[src/rtl/poly_keyboard_pkg.sv]
// Shared types and constants for the polyphonic keyboard front end.
// Holds the note increment table, the scanner state type and the key-to-increment helper.
package poly_keyboard_pkg;

  localparam int SYNTH_PHASE_ACC_BITS = 24;

  typedef logic [SYNTH_PHASE_ACC_BITS-1:0] phase_inc_t;

  // A4 .. Ab5 phase increments for the synth accumulator
  localparam phase_inc_t NOTE_INC [12] = '{
    24'h09630, 24'h09F1E, 24'h0A894, 24'h0B29A,
    24'h0BD3A, 24'h0C87A, 24'h0D465, 24'h0E107,
    24'h0EE69, 24'h0FC63, 24'h10B9A, 24'h11B82
  };

  typedef enum logic [0:0] {
    SCAN  = 1'b0,
    EVENT = 1'b1
  } scan_state_t;

  // octave: 2-bit signed shift, -2..+1; negative values shift right logically
  function automatic phase_inc_t key_to_inc(input logic [4:0] key, input logic [1:0] octave);
    phase_inc_t base;
    logic [3:0] idx;
    if (key >= 5'd12) begin
      idx  = 4'(key - 5'd12);
      base = NOTE_INC[idx] << 1;
    end else begin
      idx  = key[3:0];
      base = NOTE_INC[idx];
    end
    case (octave)
      2'b01:   key_to_inc = base << 1;
      2'b11:   key_to_inc = base >> 1;
      2'b10:   key_to_inc = base >> 2;
      default: key_to_inc = base;
    endcase
  endfunction

endpackage

[src/rtl/poly_keyboard_key_debouncer.sv]
// One key: 2-flop synchroniser followed by a stable-level debounce counter.
// The debounced level flips only after DEBOUNCE_CYCLES consecutive differing cycles.
module key_debouncer #(
  parameter int DEBOUNCE_CYCLES = 1_000_000
) (
  input  logic clk_in,
  input  logic rst_in,
  input  logic key_in,
  output logic deb_out
);

  localparam int CNT_W = $clog2(DEBOUNCE_CYCLES + 1);

  logic             r_sync1;
  logic             r_sync2;
  logic             r_deb;
  logic [CNT_W-1:0] r_cnt;

  always_ff @(posedge clk_in) begin
    if (rst_in) begin
      r_sync1 <= 1'b0;
      r_sync2 <= 1'b0;
      r_deb   <= 1'b0;
      r_cnt   <= '0;
    end else begin
      r_sync1 <= key_in;
      r_sync2 <= r_sync1;
      // any return to the accepted level restarts the count
      if (r_sync2 != r_deb) begin
        if (r_cnt == CNT_W'(DEBOUNCE_CYCLES - 1)) begin
          r_deb <= r_sync2;
          r_cnt <= '0;
        end else begin
          r_cnt <= r_cnt + 1'b1;
        end
      end else begin
        r_cnt <= '0;
      end
    end
  end

  assign deb_out = r_deb;

endmodule

[src/rtl/poly_keyboard.sv]
// Polyphonic keyboard: debounced keys, round-robin scanner and voice allocator with stealing.
// Optional portamento between increments when POLY_KEYBOARD_GLIDE_EN is defined.
module poly_keyboard
  import poly_keyboard_pkg::*;
#(
  parameter int NUM_KEYS        = 13,
  parameter int NUM_VOICES      = 4,
  parameter int DEBOUNCE_CYCLES = 1_000_000
`ifdef POLY_KEYBOARD_GLIDE_EN
  ,
  parameter int GLIDE_SHIFT     = 4,
  parameter int GLIDE_TICK      = 1000
`endif
) (
  input  logic                                             clk_in,
  input  logic                                             rst_in,
  input  logic [NUM_KEYS-1:0]                              key_in,
  input  logic [1:0]                                       octave_in,
  output logic [NUM_VOICES-1:0][SYNTH_PHASE_ACC_BITS-1:0]  phase_inc_out,
  output logic [NUM_VOICES-1:0]                            gate_out,
  output logic [NUM_VOICES-1:0]                            note_on_out,
  output logic                                             steal_out
);

  localparam int KEY_W   = (NUM_KEYS > 1) ? $clog2(NUM_KEYS) : 1;
  localparam int VOICE_W = (NUM_VOICES > 1) ? $clog2(NUM_VOICES) : 1;

  logic [NUM_KEYS-1:0] w_deb;

  generate
    for (genvar gi = 0; gi < NUM_KEYS; gi++) begin : g_key
      key_debouncer #(
        .DEBOUNCE_CYCLES(DEBOUNCE_CYCLES)
      ) u_deb (
        .clk_in (clk_in),
        .rst_in (rst_in),
        .key_in (key_in[gi]),
        .deb_out(w_deb[gi])
      );
    end
  endgenerate

  scan_state_t         r_state;
  logic [KEY_W-1:0]    r_ptr;
  logic [NUM_KEYS-1:0] r_held;
  logic                r_ev_press;
  logic [KEY_W-1:0]    w_ptr_next;

  assign w_ptr_next = (r_ptr == KEY_W'(NUM_KEYS - 1)) ? '0 : r_ptr + 1'b1;

  always_ff @(posedge clk_in) begin
    if (rst_in) begin
      r_state    <= SCAN;
      r_ptr      <= '0;
      r_held     <= '0;
      r_ev_press <= 1'b0;
    end else begin
      case (r_state)
        SCAN: begin
          if (w_deb[r_ptr] != r_held[r_ptr]) begin
            r_ev_press <= w_deb[r_ptr];
            r_state    <= EVENT;
          end else begin
            r_ptr <= w_ptr_next;
          end
        end
        default: begin
          r_held[r_ptr] <= r_ev_press;
          r_ptr         <= w_ptr_next;
          r_state       <= SCAN;
        end
      endcase
    end
  end

  logic                   w_ev_press;
  logic                   w_ev_release;
  logic                   w_free_found;
  logic [VOICE_W-1:0]     w_free_idx;
  logic [VOICE_W-1:0]     w_target;
  phase_inc_t             w_new_inc;

  logic [NUM_VOICES-1:0]  r_gate;
  logic [NUM_VOICES-1:0]  r_note_on;
  logic                   r_steal;
  logic [VOICE_W-1:0]     r_steal_ptr;
  logic [KEY_W-1:0]       r_voice_key [NUM_VOICES];
  phase_inc_t             r_inc       [NUM_VOICES];

  assign w_ev_press   = (r_state == EVENT) && r_ev_press;
  assign w_ev_release = (r_state == EVENT) && !r_ev_press;
  assign w_new_inc    = key_to_inc(5'(r_ptr), octave_in);

  // lowest-index idle voice wins; otherwise steal round-robin
  always_comb begin
    w_free_found = 1'b0;
    w_free_idx   = '0;
    for (int v = NUM_VOICES - 1; v >= 0; v--) begin
      if (!r_gate[v]) begin
        w_free_found = 1'b1;
        w_free_idx   = VOICE_W'(v);
      end
    end
    w_target = w_free_found ? w_free_idx : r_steal_ptr;
  end

`ifdef POLY_KEYBOARD_GLIDE_EN
  localparam int GT_W = $clog2(GLIDE_TICK + 1);
  localparam int PB   = SYNTH_PHASE_ACC_BITS;

  logic [GT_W-1:0]    r_glide_cnt;
  logic               w_glide_tick;
  phase_inc_t         r_target [NUM_VOICES];
  logic signed [PB:0] w_diff   [NUM_VOICES];
  logic signed [PB:0] w_step   [NUM_VOICES];

  assign w_glide_tick = (r_glide_cnt == GT_W'(GLIDE_TICK - 1));

  always_ff @(posedge clk_in) begin
    if (rst_in || w_glide_tick) begin
      r_glide_cnt <= '0;
    end else begin
      r_glide_cnt <= r_glide_cnt + 1'b1;
    end
  end

  // step is a fraction of the remaining distance, never smaller than one LSB
  always_comb begin
    for (int v = 0; v < NUM_VOICES; v++) begin
      w_diff[v] = $signed({1'b0, r_target[v]}) - $signed({1'b0, r_inc[v]});
      w_step[v] = w_diff[v] >>> GLIDE_SHIFT;
      if ((w_step[v] == '0) && (w_diff[v] != '0)) begin
        w_step[v] = w_diff[v][PB] ? '1 : (PB + 1)'(1);
      end
    end
  end
`endif

  always_ff @(posedge clk_in) begin
    if (rst_in) begin
      r_gate      <= '0;
      r_note_on   <= '0;
      r_steal     <= 1'b0;
      r_steal_ptr <= '0;
      for (int v = 0; v < NUM_VOICES; v++) begin
        r_voice_key[v] <= '0;
        r_inc[v]       <= '0;
`ifdef POLY_KEYBOARD_GLIDE_EN
        r_target[v]    <= '0;
`endif
      end
    end else begin
      r_note_on <= '0;
      r_steal   <= 1'b0;
`ifdef POLY_KEYBOARD_GLIDE_EN
      if (w_glide_tick) begin
        for (int v = 0; v < NUM_VOICES; v++) begin
          r_inc[v] <= r_inc[v] + w_step[v][PB-1:0];
        end
      end
`endif
      if (w_ev_press) begin
        r_gate[w_target]      <= 1'b1;
        r_voice_key[w_target] <= r_ptr;
        r_note_on[w_target]   <= 1'b1;
`ifdef POLY_KEYBOARD_GLIDE_EN
        r_target[w_target] <= w_new_inc;
        // a silent, never-tuned voice has nothing to glide from
        if (!r_gate[w_target] && (r_inc[w_target] == '0)) begin
          r_inc[w_target] <= w_new_inc;
        end
`else
        r_inc[w_target] <= w_new_inc;
`endif
        if (!w_free_found) begin
          r_steal     <= 1'b1;
          r_steal_ptr <= (r_steal_ptr == VOICE_W'(NUM_VOICES - 1)) ? '0 : r_steal_ptr + 1'b1;
        end
      end
      // increment is left alone on release so the envelope tail keeps its pitch
      if (w_ev_release) begin
        for (int v = 0; v < NUM_VOICES; v++) begin
          if (r_gate[v] && (r_voice_key[v] == r_ptr)) begin
            r_gate[v] <= 1'b0;
          end
        end
      end
    end
  end

  generate
    for (genvar gi = 0; gi < NUM_VOICES; gi++) begin : g_out
      assign phase_inc_out[gi] = r_inc[gi];
    end
  endgenerate

  assign gate_out    = r_gate;
  assign note_on_out = r_note_on;
  assign steal_out   = r_steal;

endmodule
[config.mk]
export PLATFORM = sky130hd
export DESIGN_NAME = poly_keyboard
export DESIGN_NICKNAME = d
export VERILOG_FILES = /design/src/rtl/poly_keyboard_pkg.sv /design/src/rtl/poly_keyboard_key_debouncer.sv /design/src/rtl/poly_keyboard.sv
export SDC_FILE = /design/constraint.sdc
export NUM_CORES = 1
export LEC_CHECK = 0
export BUFFER_PORTS_ARGS = -buffer_cell sky130_fd_sc_hd__clkbuf_2
export CAP_MARGIN = 25
export CORE_MARGIN = 4
export CORE_UTILIZATION = 35
export DETAILED_ROUTE_END_ITERATION = 8
export PLACE_DENSITY_LB_ADDON = 0.2
export SKIP_CTS_REPAIR_TIMING = 1
export SLEW_MARGIN = 40
export SYNTH_ARGS = -nofsm -noshare
export SYNTH_HDL_FRONTEND = slang
export SYNTH_SLANG_ARGS = --single-unit
[constraint.sdc]
create_clock -name clk_in -period 6 [get_ports clk_in]
set_clock_uncertainty 0.15 [all_clocks]
set_input_delay 0.6 -clock clk_in [delete_from_list [all_inputs] [get_ports clk_in]]
set_output_delay 0.6 -clock clk_in [all_outputs]
set_load 0.03 [all_outputs]
Word level (Yosys, flattened, before mapping)
Memory sizes are Yosys's and may differ from the RTL's.
Index checks and enable logic that the tools add are counted.
{"block": "op_classes", "eq_ne": 37, "n_reduce_logical": 41, "n_addsub": 16, "n_mux": 47, "n_lt_le_gt_ge": 7, "bitwise_logic": 19}
{"op": "adder 20 x 1 -> 20 bit (second input constant)", "n": 13}
{"op": "== test 20 bit (second input constant)", "n": 13}
{"op": "two-way mux 24 bit", "n": 4}
{"op": "case mux 24 bit (3 select lines)", "n": 1}
{"op": "two-way mux 23 bit", "n": 2}
{"op": "OR reduction 3 bit", "n": 13}
{"op": "AND reduction 2 bit", "n": 15}
{"op": "two-way mux 4 bit", "n": 6}
{"op": "OR reduction 24 bit", "n": 1}
{"op": "two-way mux 1 bit", "n": 21}
{"op": "== test 4 bit", "n": 4}
{"op": "two-way mux 2 bit", "n": 8}
{"op": "inverter 1 bit", "n": 16}
{"op": "inequality test 1 bit", "n": 14}
{"op": "bitwise mux 13 bit", "n": 1}
{"op": "greater-or-equal comparator 5 bit (second input constant)", "n": 2}
{"op": "inverter 4 -> 5 bit", "n": 2}
{"op": "binary-select mux 1 bit (select 4 bit)", "n": 2}
{"op": "logical AND 1 bit", "n": 8}
{"op": "== test 2 bit (second input constant)", "n": 3}
{"op": "less-than comparator 4 x 5 -> 1 bit (second input constant)", "n": 1}
{"op": "adder 4 x 1 -> 4 bit (second input constant)", "n": 1}
{"op": "demux 1 bit (select 4 bit)", "n": 1}
{"op": "== test 4 bit (second input constant)", "n": 1}
{"op": "13 further kinds", "n": 14}
{"block": "word_totals", "register_bits": 329, "rom_bits": 768, "ram_bits": 112, "n_memories": 4, "elab_cells": 231}
{"memory": "(name not given)", "depth": 16, "word_bits": 24, "read_ports": 1, "rd_clocked_by_memory_dff": 0, "wr": 0, "line": "poly_keyboard_pkg.sv:30", "rtl": "base = NOTE_INC[idx];"}
{"memory": "(name not given)", "depth": 16, "word_bits": 24, "read_ports": 1, "rd_clocked_by_memory_dff": 0, "wr": 0, "line": "poly_keyboard_pkg.sv:27", "rtl": "base = NOTE_INC[idx] << 1;"}
{"memory": "r_inc", "depth": 4, "word_bits": 24, "read_ports": 4, "rd_clocked_by_memory_dff": 0, "wr": 4, "line": "poly_keyboard.sv:88", "rtl": "phase_inc_t r_inc [NUM_VOICES];"}
{"memory": "r_voice_key", "depth": 4, "word_bits": 4, "read_ports": 4, "rd_clocked_by_memory_dff": 0, "wr": 4, "line": "poly_keyboard.sv:87", "rtl": "logic [KEY_W-1:0] r_voice_key [NUM_VOICES];"}

Depth between registers and ports, before layout
Gate-level depths: netlist of run 1.
{"block": "depth", "ltp_word": 13, "ltp_mapped": 12, "ltp_nobuf": 8}

Modules after synthesis
From an unflattened synthesis of run 1, not the netlist that was laid out.
{"block": "unflattened", "cells_unflattened": 2136, "area_unflattened_um2": 19931.6}
{"module": "key_debouncer", "area_per_inst_um2": 1029.7, "cells_per_inst": 117, "n_inst": 13, "seq_area_each_um2": 460.4}
{"module": "poly_keyboard", "area_per_inst_um2": 6545.0, "cells_per_inst": 615, "n_inst": 1, "seq_area_each_um2": 3363.2}

Least setup slack after synthesis of run 1
OpenSTA, ideal clock, no wires.
{"block": "synth_timing", "kind": "reg2reg", "startpoint": "register r_gate[3] (netlist: gate_out[3])", "endpoint": "memory r_inc[2][0] (netlist bit) (enable)", "setup_slack_ps": 2728, "path_stages_with_launch": 6, "period_less_slack_ps": 3272, "arrival_ps": 2687, "setup_time_ps": 435, "path_cell_list": "dfxtp_1 > nor2b_1 > o21ai_0 > nand2_1 > nand2b_1 > o21ai_0"}
{"element": "start: declaration", "line": "poly_keyboard.sv:83", "rtl": "logic [NUM_VOICES-1:0] r_gate;"}
{"element": "start signal: assignment", "line": "poly_keyboard.sv:141", "rtl": "r_gate <= '0;"}
{"element": "start signal: indexed assignment", "line": "poly_keyboard.sv:163", "rtl": "r_gate[w_target] <= 1'b1;"}
{"element": "start signal: indexed assignment", "line": "poly_keyboard.sv:184", "rtl": "r_gate[v] <= 1'b0;"}
{"element": "end: declaration", "line": "poly_keyboard.sv:88"}

==> results.sh, run 1 <==
export IMPL_grt_pass1_vias=13450
export IMPL_status="finished clean"
export IMPL_ys_seq_elements=421
export IMPL_p_seq_share_pct=48.8
export IMPL_die_area_um2=57370
export IMPL_ir_drop_mv=0.1922
export IMPL_end_kind="flop"
export IMPL_syn_mean_instance_area_um2=9.367
export IMPL_setup_viol_count_final=0
export IMPL_yosysSeqAreaShare_pct=49.83
export IMPL_drt_iter0_markers=687
export IMPL_synth_compound_area_share_pct=5.075
export IMPL_grt_use_met1_pct=18.52
export IMPL_synth_fa_ha_area_share_pct=1.667
export IMPL_die_x_um=239.5
export IMPL_grt_use_met2_pct=22.47
export IMPL_io_pin_count=122
export IMPL_grt_max_degree=67
export IMPL_overflow=0
export IMPL_async_flop_share_pct=0
export IMPL_drive_above_1_share_pct=9.764
export IMPL_clock_latency_ns=0.58
export IMPL_synth_xor_area_share_pct=12.04
export IMPL_cap_violations=0
export IMPL_tightest_slew_ns=0.7672
export IMPL_tns_ns=0
export IMPL_drc_errors=0
export IMPL_synth_simple_area_share_pct=24.78
export IMPL_syn_cell_area_um2=18760
export IMPL_ys_flop_type="dfxtp_1"
export IMPL_r2r_setup_slack_ns=2.19
export IMPL_cts_sinks=421
export IMPL_drt_first_pass_iters=4
export IMPL_clk_pin_slew_ns=0.06
export IMPL_yosys_warnings=0
export IMPL_finalCriticalPeriod_ns=3.807
export IMPL_critPathRequiredTime_ns=6.29
export IMPL_synth_top_family_by_area="simple AND/OR/NAND/NOR gates"
export IMPL_viasPerCell=4.886
export IMPL_rsz0062_at_grt="no"
export IMPL_worst_r2r_cell_count=8
export IMPL_top_usage_layer="met2"
export IMPL_min_from="key_in[2]"
export IMPL_cts_tree="built"
export IMPL_synth_edf_count=92
export IMPL_layout_nets=2125
export IMPL_p_sw_share_pct=22.87
export IMPL_max_slew_margin_pct=48.38
export IMPL_crit_arrival_ns=4.10
export IMPL_area_delta_synth_final_pct=13.59
export IMPL_fmax_mhz=262.6
export IMPL_p_clk_share_pct=46.4
export IMPL_routed_wl_um=39670
export IMPL_placed_cell_area_um2=19800
export IMPL_num_antenna_cells=0
export IMPL_final_max_slew_viol_count=0
export IMPL_hp_class="input pin to flop"
export IMPL_hpwlAfterDp_um=26290
export IMPL_io_buffer_count=101
export IMPL_power_switching_mw=1.382
export IMPL_whs_path_depth=2
export IMPL_p_leak_nw=7.472
export IMPL_die_h_um=239.5
export IMPL_timing_rr_start="r_ptr[2]$_SDFFE_PP0N_"
export IMPL_grtUsageTotal_pct=13.67
export IMPL_htreeDepth=2
export IMPL_fin_cells=2808
export IMPL_synthMuxAreaShare_pct=2.688
export IMPL_power_frac_comb_pct=4.8
export IMPL_placed_cells=2722
export IMPL_worst_hold_path_endpoint="g_key[2].u_deb.r_sync1$_SDFF_PP0_"
export IMPL_rows=84
export IMPL_synthCells=2003
export IMPL_grt_pass1_wl_um=66540
export IMPL_coreArea_um2=52870
export IMPL_final_hold_viol_count=0
export IMPL_crit_type="flop to flop"
export IMPL_initial_utilization_pct=35.49
export IMPL_drtAntennaViolNets=0
export IMPL_cp_start_kind="flop"
export IMPL_gp_congestion=0.8426
export IMPL_gr_usage_met3_pct=2.706
export IMPL_p_int_mw=4.660
export IMPL_finalInstanceArea_um2=21310
export IMPL_r2r_end="r_inc[1][13]$_SDFFCE_PN0P_"
export IMPL_numCtsBuffers=47
export IMPL_yosys_cell_types_count=72
export IMPL_wl_per_cell_um=14.13
export IMPL_critPathMaxFanout=49
export IMPL_ctsRootBufferMaster="clkbuf_16"
export IMPL_antenna_found_initial=0
export IMPL_cellPowerDensity_nw_per_um2=283.5
export IMPL_num_vias=13720
export IMPL_clockBufferDepth=3
export IMPL_fin_crit_sh_pct=63.46
-- per-stage QoR --
| step | utilization, % | total power, mW | hold slack [ns] | setup slack [ns] |
|---|---|---|---|---|
| after floorplan | - | 3.233 | 0.2630 | 2.728 |
| after global placement | 37.44 | 3.301 | 0.2760 | 1.922 |
| after detailed placement | 37.45 | 3.301 | 0.2829 | 2.223 |
| after CTS | 40.31 | 6.151 | 0.04305 | 2.172 |
| after global routing | 40.31 | 6.277 | 0.06669 | 1.938 |
| final | 40.31 | 6.042 | 0.08267 | 2.193 |
-- state kept, by name, indices dropped and copies added, names as in the netlist --
register / count
g_key.u_deb.r_cnt: 260
r_inc: 76
r_voice_key: 16
g_key.u_deb.deb_out: 13
g_key.u_deb.r_sync1: 13
g_key.u_deb.r_sync2: 13
r_held: 13
gate_out: 4
note_on_out: 4
r_ptr: 4
r_steal_ptr: 2
r_ev_press: 1
r_state: 1
steal_out: 1
-- cells by family (layout without fill, tap and decap cells) --
logic type | count (synthesis) | count (layout)
flops | 421 | 421
simple gates | 961 | 961
buf+inv | 160 | 258
compound gates | 136 | 136
xor+xnor | 258 | 258
other cells | 1 | 20
mux | 41 | 41
fa+ha+maj | 25 | 25
-- power groups by stage --
stage,Clock (mW),Combinational [mW],Sequential [mW]
floorplan,0,0.195,3.04
global placement,0,0.293,3.01
detailed placement,0,0.293,3.01
CTS,2.91,0.294,2.95
global route,3.01,0.318,2.95
finish,2.80,0.292,2.95
-- synthesized netlist by cell type, drive strengths merged (3+ instances only) --
| master | n | area share [%] |
|---|---|---|
| and2 | 19 | 0.63 |
| nor2 | 409 | 8.2 |
| nand3 | 150 | 4.0 |
| edfxtp | 92 | 15 |
| nand3b | 6 | 0.24 |
| or4 | 7 | 0.28 |
| or3 | 26 | 0.87 |
| dfxtp | 329 | 35 |
| clkbuf | 60 | 1.2 |
| a21o | 4 | 0.16 |
| o21a | 3 | 0.12 |
| ha | 25 | 1.7 |
| a211o | 6 | 0.33 |
| o211ai | 7 | 0.28 |
| xnor2 | 100 | 4.7 |
| nor3b | 6 | 0.24 |
| nor3 | 39 | 1.1 |
| nand2 | 102 | 2.0 |
| a21oi | 31 | 0.83 |
| mux2 | 3 | 0.18 |
| nor4 | 23 | 0.77 |
| o21ai | 32 | 0.85 |
| a211oi | 11 | 0.51 |
| mux2i | 32 | 1.7 |
| o31ai | 8 | 0.37 |
| o311ai | 8 | 0.37 |
| nor2b | 41 | 1.4 |
| a31oi | 3 | 0.10 |
| nand2b | 11 | 0.37 |
| and3b | 3 | 0.14 |
| inv | 55 | 1.1 |
| mux4 | 6 | 0.80 |
| and4 | 15 | 0.70 |
| xor2 | 158 | 7.4 |
| nand4 | 35 | 1.2 |
| a311oi | 5 | 0.27 |
| o22a | 3 | 0.14 |
| nor4b | 22 | 1.0 |
| buf | 43 | 1.6 |
| and3 | 40 | 1.3 |
-- area by class of cell --
class / count / area (um2)
clock buffer: 63 / 1296
clock inverter: 23 / 212.7
fill: 5244 / 31550
inverter: 57 / 214.0
multi-input combinational: 1441 / 8762
sequential: 421 / 9353
tap: 688 / 860.8
timing repair buffer: 115 / 613.1
-- placed cells by master (no fill, tap or decap), types with 47 or more instances in the layout --
cell and count:
clkbuf_16 47, clkbuf_2 100, dfxtp_1 328, edfxtp_1 92
inv_1 54, nand2_1 101, nand3_1 150, nor2_1 409
xnor2_1 100, xor2_1 158
-- layer usage --
layer  wire, um  vias to the layer above  share of wire [%]
met5          0                        -                  0
met4        786                        0                2.0
li1           -                     6952                  -
met3       1660                       57                4.2
met1      19090                     6497                 48
met2      18140                      215                 46
-- worst max-delay path by stage --
stage / cells after the start / start / to
3_3_place_gp: 8 / r_ptr[2]$_SDFFE_PP0N_ / r_inc[2][10]$_SDFFCE_PN0P_
6_report: 8 / r_ptr[2]$_SDFFE_PP0N_ / r_inc[1][13]$_SDFFCE_PN0P_
4_1_cts: 8 / r_ptr[2]$_SDFFE_PP0N_ / r_inc[1][13]$_SDFFCE_PN0P_
3_5_place_dp: 8 / r_ptr[2]$_SDFFE_PP0N_ / r_inc[1][13]$_SDFFCE_PN0P_
2_1_floorplan: 5 / gate_out[3]$_SDFF_PP0_ / r_inc[2][0]$_SDFFCE_PN0P_
5_1_grt: 8 / r_ptr[2]$_SDFFE_PP0N_ / r_inc[1][13]$_SDFFCE_PN0P_
-- worst max-delay path, cell delays in order (launching register included) --
cell	delay [ns]
dfxtp_4	0.70
clkinv_1	0.46
ha_1	0.89
nand2b_1	0.24
a211oi_1	0.08
a311oi_1	0.40
a311oi_1	0.10
nor3_1	0.43
and2_1	0.22
No activity file was read; power rests on OpenSTA's default activity.
==> run 2, diff against run 1 <==
==> constraint.sdc (replaced) <==
create_clock -name clk_in -period 4 [get_ports clk_in]
set_clock_uncertainty 0.15 [all_clocks]
set_input_delay 0.4 -clock clk_in [delete_from_list [all_inputs] [get_ports clk_in]]
set_output_delay 0.4 -clock clk_in [all_outputs]
set_load 0.03 [all_outputs]
==> run 2 against run 1 <==
Against the previous run:
- maximum frequency grew 18%
- register-to-register slack lost 1.4 ns
- final cell count is 0.68% higher
==> results.sh, run 2 (same netlist as run 1, synthesis figures left out) <==
export IMPL_htreeDepth=2
export IMPL_reg_top3="g_key.u_deb.r_cnt: 260 flops, r_inc: 76 flops, r_voice_key: 16 flops"
export IMPL_area_delta_synth_final_pct=14.35
export IMPL_antenna_found_initial=0
export IMPL_critPathRequiredTime_ns=4.17
export IMPL_gp_congestion=0.8489
export IMPL_fin_crit_sh_pct=80.97
export IMPL_ctsRootBufferMaster="clkbuf_16"
export IMPL_final_hold_viol_count=0
export IMPL_grt_max_degree=59
export IMPL_cap_violations=0
export IMPL_top_register="g_key.u_deb.r_cnt"
export IMPL_die_area_um2=57370
export IMPL_largest_reg_flops=260
export IMPL_hp_class="input pin to flop"
export IMPL_clockBufferDepth=3
export IMPL_rows=84
export IMPL_drt_first_pass_iters=5
export IMPL_drtAntennaViolNets=0
export IMPL_clk_pin_slew_ns=0.06
export IMPL_drt_iter0_markers=778
export IMPL_max_slew_margin_pct=50.01
export IMPL_crit_type="flop to flop"
export IMPL_final_common_cell="nor2_1"
export IMPL_grt_pass1_vias=13210
export IMPL_tightest_slew_ns=0.7430
export IMPL_die_x_um=239.5
export IMPL_routed_wl_um=39270
export IMPL_die_h_um=239.5
export IMPL_fin_cells=2827
export IMPL_r2r_setup_slack_ns=0.76
export IMPL_cts_sinks=421
export IMPL_io_pin_count=122
export IMPL_grt_pass1_wl_um=65800
export IMPL_num_antenna_cells=0
export IMPL_io_buffer_count=101
export IMPL_cts_tree="built"
export IMPL_num_vias=13690
export IMPL_cp_startpoint="r_ptr[2]$_SDFFE_PP0N_"
export IMPL_crit_arrival_ns=3.41
export IMPL_drc_errors=0
export IMPL_p_leak_nw=7.553
export IMPL_hpwlAfterDp_um=26200
export IMPL_drive_above_1_share_pct=9.818
export IMPL_rsz0062_at_grt="no"
export IMPL_cellPowerDensity_nw_per_um2=418.8
export IMPL_layout_cells_most_common_list="nor2_1 (409), dfxtp_1 (328), xor2_1 (158), nand3_1 (150), nand2_1 (102)"
export IMPL_timing_rr_start="r_ptr[2]$_SDFFE_PP0N_"
export IMPL_fin_ws_ns=0.7612
export IMPL_numCtsBuffers=47
export IMPL_cp_start_kind="flop"
export IMPL_placed_cells=2727
export IMPL_final_max_slew_viol_count=0
export IMPL_clock_latency_ns=0.58
export IMPL_end_kind="flop"
export IMPL_finalInstanceArea_um2=21450
export IMPL_overflow=0
export IMPL_critPathMaxFanout=25
export IMPL_min_from="rst_in"
export IMPL_wl_per_cell_um=13.89
export IMPL_setup_viol_count_final=0
export IMPL_viasPerCell=4.844
export IMPL_dp_slack_ns=0.7633
export IMPL_placed_cell_area_um2=19830
export IMPL_fmax_mhz=308.8
export IMPL_coreArea_um2=52870
export IMPL_grtUsageTotal_pct=13.53
export IMPL_tns_ns=0
export IMPL_layout_nets=2143
export IMPL_ir_drop_mv=0.2913
export IMPL_status="finished clean"
export IMPL_finalCriticalPeriod_ns=3.239
export IMPL_initial_utilization_pct=35.49
run 2: cell count changes in the layout (fill, tap and decap cells not counted), moves of 2 or more:
cell	previous run	this run
clkbuf_1	10	7
bufinv_16	3	1
dlygate4sd3_1	0	13
inv_6	3	1
buf_4	15	20
clkinv_2	7	10
clkinv_1	6	10
run 2: worst paths after layout:
path                                         to  cells past startpoint
min reg2reg  g_key[2].u_deb.r_cnt[0]$_SDFF_PP0_                      1
max                  r_inc[2][10]$_SDFFCE_PN0P_                      8
min                   note_on_out[3]$_SDFF_PN0_                      2
max reg2reg          r_inc[2][10]$_SDFFCE_PN0P_                      8
run 2: where the power goes:
part           switching (mW)  leakage [nW]  internal (mW)
clock network            1.72         0.736           2.39
logic                   0.315          3.21          0.139
registers              0.0265          3.61           4.39
total                    2.07          7.55           6.92
run 2: metrics by stage:
step	utilization (%)	hold WS, ns	total power [mW]
floorplan	-	0.2630	4.849
global placement	37.52	0.2729	4.950
detailed placement	37.52	0.2827	4.951
CTS	40.34	-0.1527	9.144
finish	40.58	0.06101	8.984
global route	40.58	0.03895	9.368
run 2: layout make-up:
type,instances,area [um2]
clock buffer,62,1324
clock inverter,25,167.7
fill,5250,31410
inverter,57,214.0
multi-input combinational,1441,8757
sequential,421,9350
tap,688,860.8
timing repair buffer,133,780.7
run 2: per-layer routing:
layer / wire (um) / GRT usage, %
met5: 0 / 0
met4: 825 / 3.553
met3: 1488 / 2.694
met2: 17570 / 21.71
met1: 19390 / 18.76
run 2: critical path: stages, from the launching register on:
cell and delay (ns):
dfxtp_2 0.60, clkinv_1 0.16, ha_1 0.79, nand2b_1 0.18, o311a_1 0.18, or2_1 0.26
mux4_2 0.47, nand2_1 0.14, nor2_1 0.06
